===== config.mk =====
export PLATFORM = sky130hd
export DESIGN_NAME = polar_averager
export DESIGN_NICKNAME = d
export VERILOG_FILES = /design/src/rtl/lockin_pkg.sv /design/src/rtl/strobe_delay.sv /design/src/rtl/polar_averager.sv
export SDC_FILE = /design/constraint.sdc
export NUM_CORES = 1
export LEC_CHECK = 0
export ABC_AREA = 1
export BUFFER_PORTS_ARGS = -buffer_cell sky130_fd_sc_hd__buf_2
export CORE_ASPECT_RATIO = 1.2
export CORE_MARGIN = 2
export CORE_UTILIZATION = 40
export DETAILED_ROUTE_END_ITERATION = 10
export PLACE_DENSITY = 0.62
export SYNTH_ARGS = -nofsm -noshare
export SYNTH_HDL_FRONTEND = slang
export SYNTH_HIERARCHICAL = 1
export SYNTH_SLANG_ARGS = --single-unit

===== constraint.sdc =====
create_clock -name clk -period 4.1 [get_ports clk]
set_input_delay 0.205 -clock clk [delete_from_list [all_inputs] [get_ports clk]]
set_output_delay 0.205 -clock clk [all_outputs]
set_load 0.05 [all_outputs]

===== src/rtl/lockin_pkg.sv =====
// Shared constants and helpers for the lock-in polar datapath.
// Angles are unsigned, 0x100 per degree, one full turn = 0x16800.
package lockin_pkg;

  localparam int unsigned DW = 17;
  localparam logic [DW-1:0] ANG_FULL = 17'h16800;
  localparam logic [DW-1:0] ANG_HALF = 17'h0B400;

  typedef enum logic [1:0] {
    IDLE,
    ACCUM,
    FINISH
  } win_state_t;

  // Fold a converter angle that landed on or past a full turn back into range.
  function automatic logic [DW-1:0] norm_ang(input logic [DW-1:0] a);
    return (a >= ANG_FULL) ? a - ANG_FULL : a;
  endfunction

endpackage


===== src/rtl/strobe_delay.sv =====
// Fixed-length 1-bit delay line aligning the sample strobe with the
// converter output.
module strobe_delay #(
  parameter int unsigned DEPTH = 9
) (
  input  logic clk,
  input  logic rst,
  input  logic d,
  output logic q
);

  generate
    if (DEPTH == 0) begin : g_pass
      assign q = d;
    end else begin : g_sr
      logic [DEPTH-1:0] sr;

      always_ff @(posedge clk) begin
        if (rst) begin
          sr <= '0;
        end else begin
          sr[0] <= d;
          for (int unsigned i = 1; i < DEPTH; i++) sr[i] <= sr[i-1];
        end
      end

      assign q = sr[DEPTH-1];
    end
  endgenerate

endmodule


===== src/rtl/polar_averager.sv =====
// Averages N = 2**LOG2N polar samples; the angle mean is taken relative to
// the window's first angle so that windows straddling 0/360 degrees average correctly.
module polar_averager
  import lockin_pkg::*;
#(
  parameter int unsigned LOG2N      = 4,
  parameter int unsigned CORDIC_LAT = 9
) (
  input  logic          clk,
  input  logic          rst,
  input  logic          strobe_i,
  input  logic [DW-1:0] mag_i,
  input  logic [DW-1:0] ang_i,
  input  logic          clear_i,
  output logic [DW-1:0] mag_o,
  output logic [DW-1:0] ang_o,
  output logic          valid_o,
  input  logic          ready_i,
  output logic          overrun_o
);

  localparam int unsigned N  = 1 << LOG2N;
  localparam int unsigned AW = 18 + LOG2N;
  localparam int unsigned MW = 17 + LOG2N;
  localparam int unsigned CW = LOG2N + 1;
  localparam logic signed [19:0] FULL_S = signed'({3'b000, ANG_FULL});
  localparam logic signed [19:0] HALF_S = signed'({3'b000, ANG_HALF});

  logic                 q_strobe;
  logic [DW-1:0]        ang_n;
  win_state_t           state;
  logic [CW-1:0]        count;
  logic [DW-1:0]        ref_ang;
  logic [MW-1:0]        mag_acc;
  logic signed [AW-1:0] ang_acc;
  logic signed [AW-1:0] ang_mean;
  logic signed [19:0]   d_raw, d_wrap, ang_sum, fin_ang;
  logic                 res_vld;
  logic [DW-1:0]        res_mag, res_ang;

  strobe_delay #(.DEPTH(CORDIC_LAT)) u_strobe_delay (
    .clk (clk),
    .rst (rst),
    .d   (strobe_i),
    .q   (q_strobe)
  );

  assign ang_n = norm_ang(ang_i);

  always_comb begin
    d_raw  = signed'({3'b000, ang_n}) - signed'({3'b000, ref_ang});
    d_wrap = d_raw;
    if (d_raw > HALF_S)       d_wrap = d_raw - FULL_S;
    else if (d_raw < -HALF_S) d_wrap = d_raw + FULL_S;

    ang_mean = ang_acc >>> LOG2N;
    ang_sum  = signed'({3'b000, ref_ang}) + 20'(ang_mean);
    fin_ang  = ang_sum;
    if (ang_sum < 0)            fin_ang = ang_sum + FULL_S;
    else if (ang_sum >= FULL_S) fin_ang = ang_sum - FULL_S;
  end

  // Result is snapshotted in FINISH so a sample arriving in that same cycle
  // can restart the accumulators without disturbing the finished window.
  always_ff @(posedge clk) begin
    if (rst) begin
      state   <= IDLE;
      count   <= '0;
      ref_ang <= '0;
      mag_acc <= '0;
      ang_acc <= '0;
      res_vld <= 1'b0;
      res_mag <= '0;
      res_ang <= '0;
    end else begin
      res_vld <= (state == FINISH);
      if (state == FINISH) begin
        res_mag <= DW'(mag_acc >> LOG2N);
        res_ang <= fin_ang[DW-1:0];
      end

      if (q_strobe) begin
        if (clear_i || state != ACCUM) begin
          ref_ang <= ang_n;
          mag_acc <= MW'(mag_i);
          ang_acc <= '0;
          if (N == 1) begin
            state <= FINISH;
            count <= '0;
          end else begin
            state <= ACCUM;
            count <= CW'(1);
          end
        end else begin
          mag_acc <= mag_acc + MW'(mag_i);
          ang_acc <= ang_acc + AW'(d_wrap);
          if (count == CW'(N - 1)) begin
            state <= FINISH;
            count <= '0;
          end else begin
            count <= count + CW'(1);
          end
        end
      end else if (clear_i || state == FINISH) begin
        state <= IDLE;
        count <= '0;
      end
    end
  end

  always_ff @(posedge clk) begin
    if (rst) begin
      mag_o     <= '0;
      ang_o     <= '0;
      valid_o   <= 1'b0;
      overrun_o <= 1'b0;
    end else if (res_vld) begin
      mag_o   <= res_mag;
      ang_o   <= res_ang;
      valid_o <= 1'b1;
      if (valid_o && !ready_i) overrun_o <= 1'b1;
    end else if (valid_o && ready_i) begin
      valid_o <= 1'b0;
    end
  end

endmodule

==> metrics, run 1 <==
number of antenna violations at the first check in global routing 0; worst hold-check path type in -> reg; number of instances in the placed design 1960; setup slack of the critical path after layout -470.4 ps; share of flip-flops with an asynchronous set or reset 0; via total after detailed routing 10170; root cell of the clock tree sky130_fd_sc_hd__clkbuf_16; post-route DRC violation count 0; worst hold start mag_i[6]; terminating pin of the worst hold path mag_acc[6]; number of distinct library cells after synthesis 50; placer congestion estimate 0.9327; number of nets with antenna violations after detailed routing 0; CTS HTree Levels 4; detailed-placement wirelength estimate 21.24 mm; count of cells along the worst hold path 3; arrival time at the worst endpoint 4860 ps; worst setup path class in -> reg; Die ar. 26140 µm²; Pins Over Slew Limit 0; Slew HR 0.3858; largest fanout on the critical path 5; total of flip-flops plus latches after synthesis 147; IR Drop Worst-Case VDD 261.6 µV; # nets final 1803; I/O pin cnt 75; Final Non-Filler Cells 2018; fraction of synthesized cell area taken by the top area cell type 0.2960; share of layout cells above drive strength 1 0.2428; cell with the most instances on the worst path sky130_fd_sc_hd__nand2_4; setup slack of the most critical reg-to-reg path -20 ps; die height 176.7 µm; total power of the final layout 4.424 mW; average routed wire per standard cell 14.07 µm; status complete, but fails checks; setup repair after global routing missed its margin true; endpoint of the worst register-to-register path ang_acc[21]; pin count of the biggest net entering global routing 68; global-route wire length before repair 46.43 mm; TritonRoute pass-1 iters 5; TritonCTS clock tree done; most used standard cells in the synthesized netlist sky130_fd_sc_hd__nand2_1 (335), sky130_fd_sc_hd__inv_1 (190), sky130_fd_sc_hd__nor2_1 (172); number of enable flip-flop cells after synthesis 0; die width 147.9 µm; Critical Path Source Type primary input; Max Clk Rate 0.2188 GHz; effective utilization at floorplan 0.4043; number of clock sinks seen by CTS 147; data required time at the worst endpoint 4390 ps; mean instance size in the synthesized netlist 6.594 µm²; count of routing violations after the opening detailed-route iteration 475; endpoints failing hold 0; most frequently used flop master after synthesis sky130_fd_sc_hd__dfxtp_1; number of global-route vias before repair 9569; number of maximum-capacitance constraint violations 0; setup-violating endpoint count in the final report 10; worst skew pair latency 430 ps; TritonCTS Buffers 17; Final Routed Wirelength 28.40 mm; static leakage power 6.287 nW; cell with the most instances after synthesis sky130_fd_sc_hd__nand2_1; Congestion Overflow GR 0; leading post-synthesis cells by cell area sky130_fd_sc_hd__dfxtp_1 (30%), sky130_fd_sc_hd__nand2_1 (13%), sky130_fd_sc_hd__ha_1 (10%), sky130_fd_sc_hd__inv_1 (7.2%), sky130_fd_sc_hd__a21oi_1 (6.7%); Diodes inserted 0; post-route design area 12850 µm²; GRT Overall Usage 0.2190; dominant cell type by area after synthesis sky130_fd_sc_hd__dfxtp_1; count of buffer and inverter cells on the critical path 6; CP Capture Type flop; Crit-path slowest cell sky130_fd_sc_hd__nor4_4; share of the clock period used by the worst path after layout 1.115; placed standard-cell area 11530 µm²; R2R Path Start ref_ang[0]; core region area 24590 µm²; CTS clock-pin slew for the worst setup and hold paths 70 ps; area overhead of the layout relative to synthesis 29.27%; Placement Rows 63; post-synthesis sequential area ratio 0.2960; IO Port Bufs 74; Post-Synthesis Cell Area 9943 µm²; final critical-path required period 4570 ps; post-synth net total 1631; synthesized instance count 1508; failing checks setup timing; Worst Tran Pin Value 920.3 ps; power density over the cells 344.2 nW/µm²; number of cells traversed by the worst register-to-register path 27; CP delay by family, top simple AND/OR/NAND/NOR gates; total of warnings raised by yosys 6; routed vias/inst 5.038; Layout Skew 7.177 ps; largest buffer count on any clock path 2; CP peak stage delay 420 ps
-- state kept, by name (all words and copies together), names as in the netlist --
register and flops:
mag_o 17, ang_acc 22, state 2, res_ang 17, ref_ang 17, ang_o 17
u_strobe_delay/g_sr.sr 9, valid_o 1, overrun_o 1, res_vld 1, mag_acc 21, count 5
res_mag 17
-- per-layer routing --
metal | up-vias | share of wire | global-route usage
met2 | 201 | 0.48 | 0.3808
li1 | 5293 | - | -
met3 | 40 | 0.031 | 0.02706
met1 | 4632 | 0.46 | 0.2772
met4 | 0 | 0.030 | 0.08333
met5 | - | 0 | 0
-- worst min-delay path: cells and delay by family --
kind / cells / cell delay, ps
buffers and inverters: 1 / 110
AO/OA/AOI/OAI: 1 / 70
AND/OR/NAND/NOR: 1 / 50
-- area by class of cell --
| cell class | count | area [µm²] |
|---|---|---|
| clock inverter | 12 | 145.1 |
| inverter | 202 | 760.7 |
| sequential | 147 | 2943 |
| multi-input combinational | 1118 | 6769 |
| fill | 2438 | 11740 |
| clock buffer | 20 | 466.7 |
| timing repair buffer | 194 | 1363 |
| tap | 325 | 406.6 |
-- placed cells by master (no fill, tap or decap), types with 17 or more instances in the layout --
cell type,instances
sky130_fd_sc_hd__a21oi_2,17
sky130_fd_sc_hd__buf_2,68
sky130_fd_sc_hd__nand2_1,297
sky130_fd_sc_hd__nand2_2,42
sky130_fd_sc_hd__ha_1,69
sky130_fd_sc_hd__clkbuf_16,17
sky130_fd_sc_hd__nand3_2,18
sky130_fd_sc_hd__o21ai_0,108
sky130_fd_sc_hd__xor2_1,17
sky130_fd_sc_hd__inv_1,180
sky130_fd_sc_hd__nand3_1,68
sky130_fd_sc_hd__nor2_1,160
sky130_fd_sc_hd__a21oi_1,117
sky130_fd_sc_hd__a31oi_1,20
sky130_fd_sc_hd__buf_4,110
sky130_fd_sc_hd__inv_2,20
sky130_fd_sc_hd__dfxtp_1,147
-- logic make-up after synthesis --
family	Yosys count	share of synthesized area
xor+xnor	31	0.02806
fa+ha+maj	84	0.1087
flops	147	0.2960
buf+inv	243	0.09261
compound gates	323	0.1784
simple gates	680	0.2962
-- power breakdown --
part | internal, mW | switching, mW
Combinational | 0.578 | 0.748
Clock | 0.957 | 0.657
Sequential | 1.47 | 0.0170
-- worst max-delay path by stage --
stage,from,end,slack [ps],cells after the start
2_1_floorplan,ang_i[6],ang_acc[20],-230,32
5_1_grt,ang_i[9],ang_acc[21],-710,34
3_3_place_gp,ang_i[6],ang_acc[20],-730,31
6_report,ang_i[2],ang_acc[21],-470,34
4_1_cts,ang_i[9],ang_acc[20],-210,32
3_5_place_dp,ang_i[6],ang_acc[21],-820,29
-- what timing repair did --
action / 4_1_cts / 5_1_grt
endpoints found under the hold margin: 1 / 0
resized for setup: 40 / 99
endpoints found under the setup margin: 10 / 11
setup buffers: 11 / 14
hold buffers: 1 / 0
pin swaps: 39 / 67
-- through the flow --
| stage | setup slack, ps | utilization | setup TNS [ps] | hold slack, ps |
|---|---|---|---|---|
| CTS | -213.5 | 0.5041 | -700.1 | 40.52 |
| floorplan | -231.2 | - | -975.2 | 312.0 |
| global route | -710.9 | 0.5226 | -5513 | 54.37 |
| detailed placement | -815.1 | 0.4688 | -6854 | 395.4 |
| finish | -470.4 | 0.5226 | -3218 | 57.32 |
| global placement | -725.4 | 0.4688 | -6081 | 389.9 |
Power figures use the tool's default switching activity.
==> inputs of run 2 (changes only) <==
Settings changed: ABC_AREA 1 to unset.
==> metrics, run 2 <==
Die ar. 25190 µm² (was 26140 µm²); net switching power 1.251 mW (was 1.421 mW); Max Clk Rate 0.1839 GHz (was 0.2188 GHz); static leakage power 5.367 nW (was 6.287 nW); leading post-synthesis cells by cell area sky130_fd_sc_hd__dfxtp_1 (31%), sky130_fd_sc_hd__ha_1 (10%), sky130_fd_sc_hd__nand2_1 (6.2%), sky130_fd_sc_hd__nor2_1 (6.0%), sky130_fd_sc_hd__a21oi_1 (5.8%) (was sky130_fd_sc_hd__dfxtp_1 (30%), sky130_fd_sc_hd__nand2_1 (13%), sky130_fd_sc_hd__ha_1 (10%), sky130_fd_sc_hd__inv_1 (7.2%), sky130_fd_sc_hd__a21oi_1 (6.7%)); Congestion Overflow GR 0 (unchanged); TritonCTS Buffers 17 (unchanged); most frequent cells in the layout sky130_fd_sc_hd__buf_4 (170), sky130_fd_sc_hd__nand2_1 (153), sky130_fd_sc_hd__nor2_1 (149), sky130_fd_sc_hd__dfxtp_1 (145), sky130_fd_sc_hd__a21oi_1 (96) (was sky130_fd_sc_hd__nand2_1 (297), sky130_fd_sc_hd__inv_1 (180), sky130_fd_sc_hd__nor2_1 (160), sky130_fd_sc_hd__dfxtp_1 (147), sky130_fd_sc_hd__a21oi_1 (117)); Net Sw Frac 0.3069 (was 0.3212); area fraction in compound gates after synthesis 0.2249 (was 0.1784); pin count of the biggest net entering global routing 94 (was 68); mean instance size in the synthesized netlist 7.918 µm² (was 6.594 µm²); Post-Synth Adder-Cell Area 0.1129 (was 0.1087); detailed-placement wirelength estimate 17.65 mm (was 21.24 mm); area overhead of the layout relative to synthesis 30.95% (was 29.27%); via total after detailed routing 9159 (was 10170); number of enable flip-flop cells after synthesis 0 (unchanged); Worst Tran Pin Value 1061 ps (was 920.3 ps); setup slack of the most critical reg-to-reg path -1140 ps (was -20 ps); power share of the combinational group 0.267 (was 0.300); portion of total power attributed to the clock network 0.383 (was 0.365); mux cell area share after synthesis 0.04182 (was 0); number of global-route vias before repair 8535 (was 9569); I/O pin cnt 75 (unchanged); worst skew pair latency 430 ps (about the same); # nets final 1558 (was 1803); flip-flop count of the largest register, all copies and words added 22 (unchanged); dominant cell type by area after synthesis sky130_fd_sc_hd__dfxtp_1 (unchanged); TritonCTS clock tree done (unchanged); utilization after layout 0.5281 (was 0.5226); Slew HR 0.2925 (was 0.3858); core region area 23740 µm² (was 24590 µm²); launch point of the worst path ang_i[2] (unchanged); endpoint of the worst register-to-register path ang_acc[21] (unchanged); Placement Rows 62 (was 63); number of cells traversed by the worst register-to-register path 24 (was 27); total of flip-flops plus latches after synthesis 147 (unchanged); die height 173.5 µm (was 176.7 µm); destination of the critical timing path ang_acc[21] (unchanged); placer congestion estimate 0.9015 (was 0.9327); cell with the most instances after synthesis sky130_fd_sc_hd__nand2_1 (unchanged); CTS clock-pin slew for the worst setup and hold paths 70 ps (about the same); share of the clock period used by the worst path after layout 1.326 (was 1.115); most flop-heavy register ang_acc (unchanged); number of antenna violations at the first check in global routing 0 (unchanged); post-synth net total 1332 (was 1631); Critical Path Source Type primary input (unchanged); number of clock sinks seen by CTS 147 (unchanged); worst hold-check path type in -> reg (unchanged); setup repair after global routing missed its margin true (unchanged); largest fanout on the critical path 6 (was 5); main combinational cell family by area after synthesis compound AO/OA/AOI/OAI gates (was simple AND/OR/NAND/NOR gates); IO Port Bufs 74 (unchanged); CTS HTree Levels 4 (unchanged); commonest non-fill, non-tap cell in the layout sky130_fd_sc_hd__buf_4 (was sky130_fd_sc_hd__nand2_1); Layout Skew 10.86 ps (was 7.177 ps); failing checks setup timing (unchanged); R2R Path Start ref_ang[1] (was ref_ang[0]); synthesized instance count 1209 (was 1508); Crit-path slowest cell sky130_fd_sc_hd__or4_4 (was sky130_fd_sc_hd__nor4_4); most frequently used flop master after synthesis sky130_fd_sc_hd__dfxtp_1 (unchanged); largest buffer count on any clock path 2 (unchanged); fraction of synthesized cell area in xor and xnor cells 0.05764 (was 0.02806); share of layout cells above drive strength 1 0.2576 (was 0.2428); post-synthesis sequential area ratio 0.3074 (was 0.2960); Pins Over Slew Limit 0 (unchanged); Setup WS pre-CTS -1775 ps (was -815.1 ps); most used standard cells in the synthesized netlist sky130_fd_sc_hd__nand2_1 (157), sky130_fd_sc_hd__nor2_1 (154), sky130_fd_sc_hd__dfxtp_1 (147) (was sky130_fd_sc_hd__nand2_1 (335), sky130_fd_sc_hd__inv_1 (190), sky130_fd_sc_hd__nor2_1 (172)); endpoints failing hold 0 (unchanged); arrival time at the worst endpoint 5730 ps (was 4860 ps); routed vias/inst 5.180 (was 5.038); data required time at the worst endpoint 4400 ps (was 4390 ps); share of flip-flops with an asynchronous set or reset 0 (unchanged); number of distinct library cells after synthesis 79 (was 50); Diodes inserted 0 (unchanged); average routed wire per standard cell 14.05 µm (was 14.07 µm); number of maximum-capacitance constraint violations 0 (unchanged); Power Internal 2.825 mW (was 3.003 mW); root cell of the clock tree sky130_fd_sc_hd__clkbuf_16 (unchanged); die width 145.2 µm (was 147.9 µm); Final Routed Wirelength 24.84 mm (was 28.40 mm); effective utilization at floorplan 0.4033 (was 0.4043); setup-violating endpoint count in the final report 11 (was 10); top flop regs ang_acc: 22 flops, mag_acc: 21 flops (unchanged); global-route wire length before repair 40.45 mm (was 46.43 mm); number of nets with antenna violations after detailed routing 0 (unchanged); simple-gate share of the synthesized area 0.2085 (was 0.2962); IR Drop Worst-Case VDD 285.3 µV (was 261.6 µV); Layout fillers 2270 (was 2438); CP Capture Type flop (unchanged); total of warnings raised by yosys 6 (unchanged); power density over the cells 325.2 nW/µm² (was 344.2 nW/µm²); Post-Synthesis Cell Area 9573 µm² (was 9943 µm²); TritonRoute pass-1 iters 6 (was 5); worst setup path class in -> reg (unchanged); count of routing violations after the opening detailed-route iteration 379 (was 475); GRT Overall Usage 0.1907 (was 0.2190); final critical-path required period 5438 ps (was 4570 ps); status complete, but fails checks (unchanged); Sequential Power Share 0.351 (was 0.336); setup slack of the critical path after layout -1338 ps (was -470.4 ps); post-route DRC violation count 0 (unchanged); fraction of synthesized cell area taken by the top area cell type 0.3074 (was 0.2960); CP peak stage delay 530 ps (was 420 ps)
## run 2: cell type report
class / instances / area [µm²] / share of cell area
Multi-Input combinational cell: 956 / 6593 / 0.5259
Sequential cell: 147 / 2945 / 0.2350
Timing Repair Buffer: 255 / 1788 / 0.1426
Clock buffer: 17 / 425.4 / 0.03394
Tap cell: 320 / 400.4 / 0.03194
Inverter: 58 / 217.7 / 0.01737
Clock inverter: 15 / 166.4 / 0.01327
## run 2: what timing repair did
action,in CTS,in global routing
hold endpoints to repair,1,0
gates resized for setup,53,35
setup buffers,19,7
hold buffers,1,0
setup endpoints to repair,11,12
pin swaps,30,34
## run 2: power by group through the flow
stage,logic [mW],registers [mW],clock network (mW)
after floorplan,0.464,1.46,0
after global placement,0.819,1.46,0
after detailed placement,0.829,1.46,0
after CTS,0.995,1.43,1.59
after global routing,1.18,1.43,1.65
final,1.09,1.43,1.56
## run 2: critical path, delay by kind of cell
family | cells | cell delay [ps]
AOI/OAI and AO/OA | 13 | 2380
and+or+nand+nor | 10 | 1680
adders and majority gates | 2 | 630
xor gates and xnor gates | 2 | 390
buffers and inverters | 2 | 280
muxes | 1 | 140
## run 2: cells by family after synthesis
logic type	count (synthesis)
DFF	147
muxes	40
xor gates and xnor gates	63
buffers and inverters	106
and+or+nand+nor	449
adders and majority gates	84
AOI/OAI and AO/OA	320
## run 2: stage by stage
step / TNS, ps / area (µm²) / hold slack, ps / power [mW] / instances
floorplan: -8564 / 9598 / 276.6 / 1.926 / 1209
global placement: -13070 / 11320 / 416.8 / 2.281 / 1711
CTS: -8680 / 12300 / 31.92 / 4.013 / 1763
global route: -11680 / 12540 / 48.24 / 4.257 / 1768
detailed placement: -14140 / 11320 / 425.1 / 2.291 / 1711
finish: -8707 / 12540 / 43.48 / 4.076 / 1768
## run 2: how the worst min path moves through the flow
stage,startpoint,endpoint,slack [ps],depth (start not counted)
floorplan,rst,u_strobe_delay/g_sr.sr[0],280,1
global placement,strobe_i,u_strobe_delay/g_sr.sr[0],420,2
detailed placement,u_strobe_delay/g_sr.sr[7],u_strobe_delay/g_sr.sr[8],430,1
CTS,mag_i[8],mag_acc[8],30,3
global route,mag_i[10],mag_acc[10],50,3
finish,mag_i[7],mag_acc[7],40,3
## run 2: per-layer routing
layer,vias up,part of all wire,GRT usage
met5,-,0,0
met2,175,0.48,0.3316
met4,0,0.017,0.05637
met3,40,0.032,0.02789
met1,4186,0.47,0.2452
li1,4758,-,-
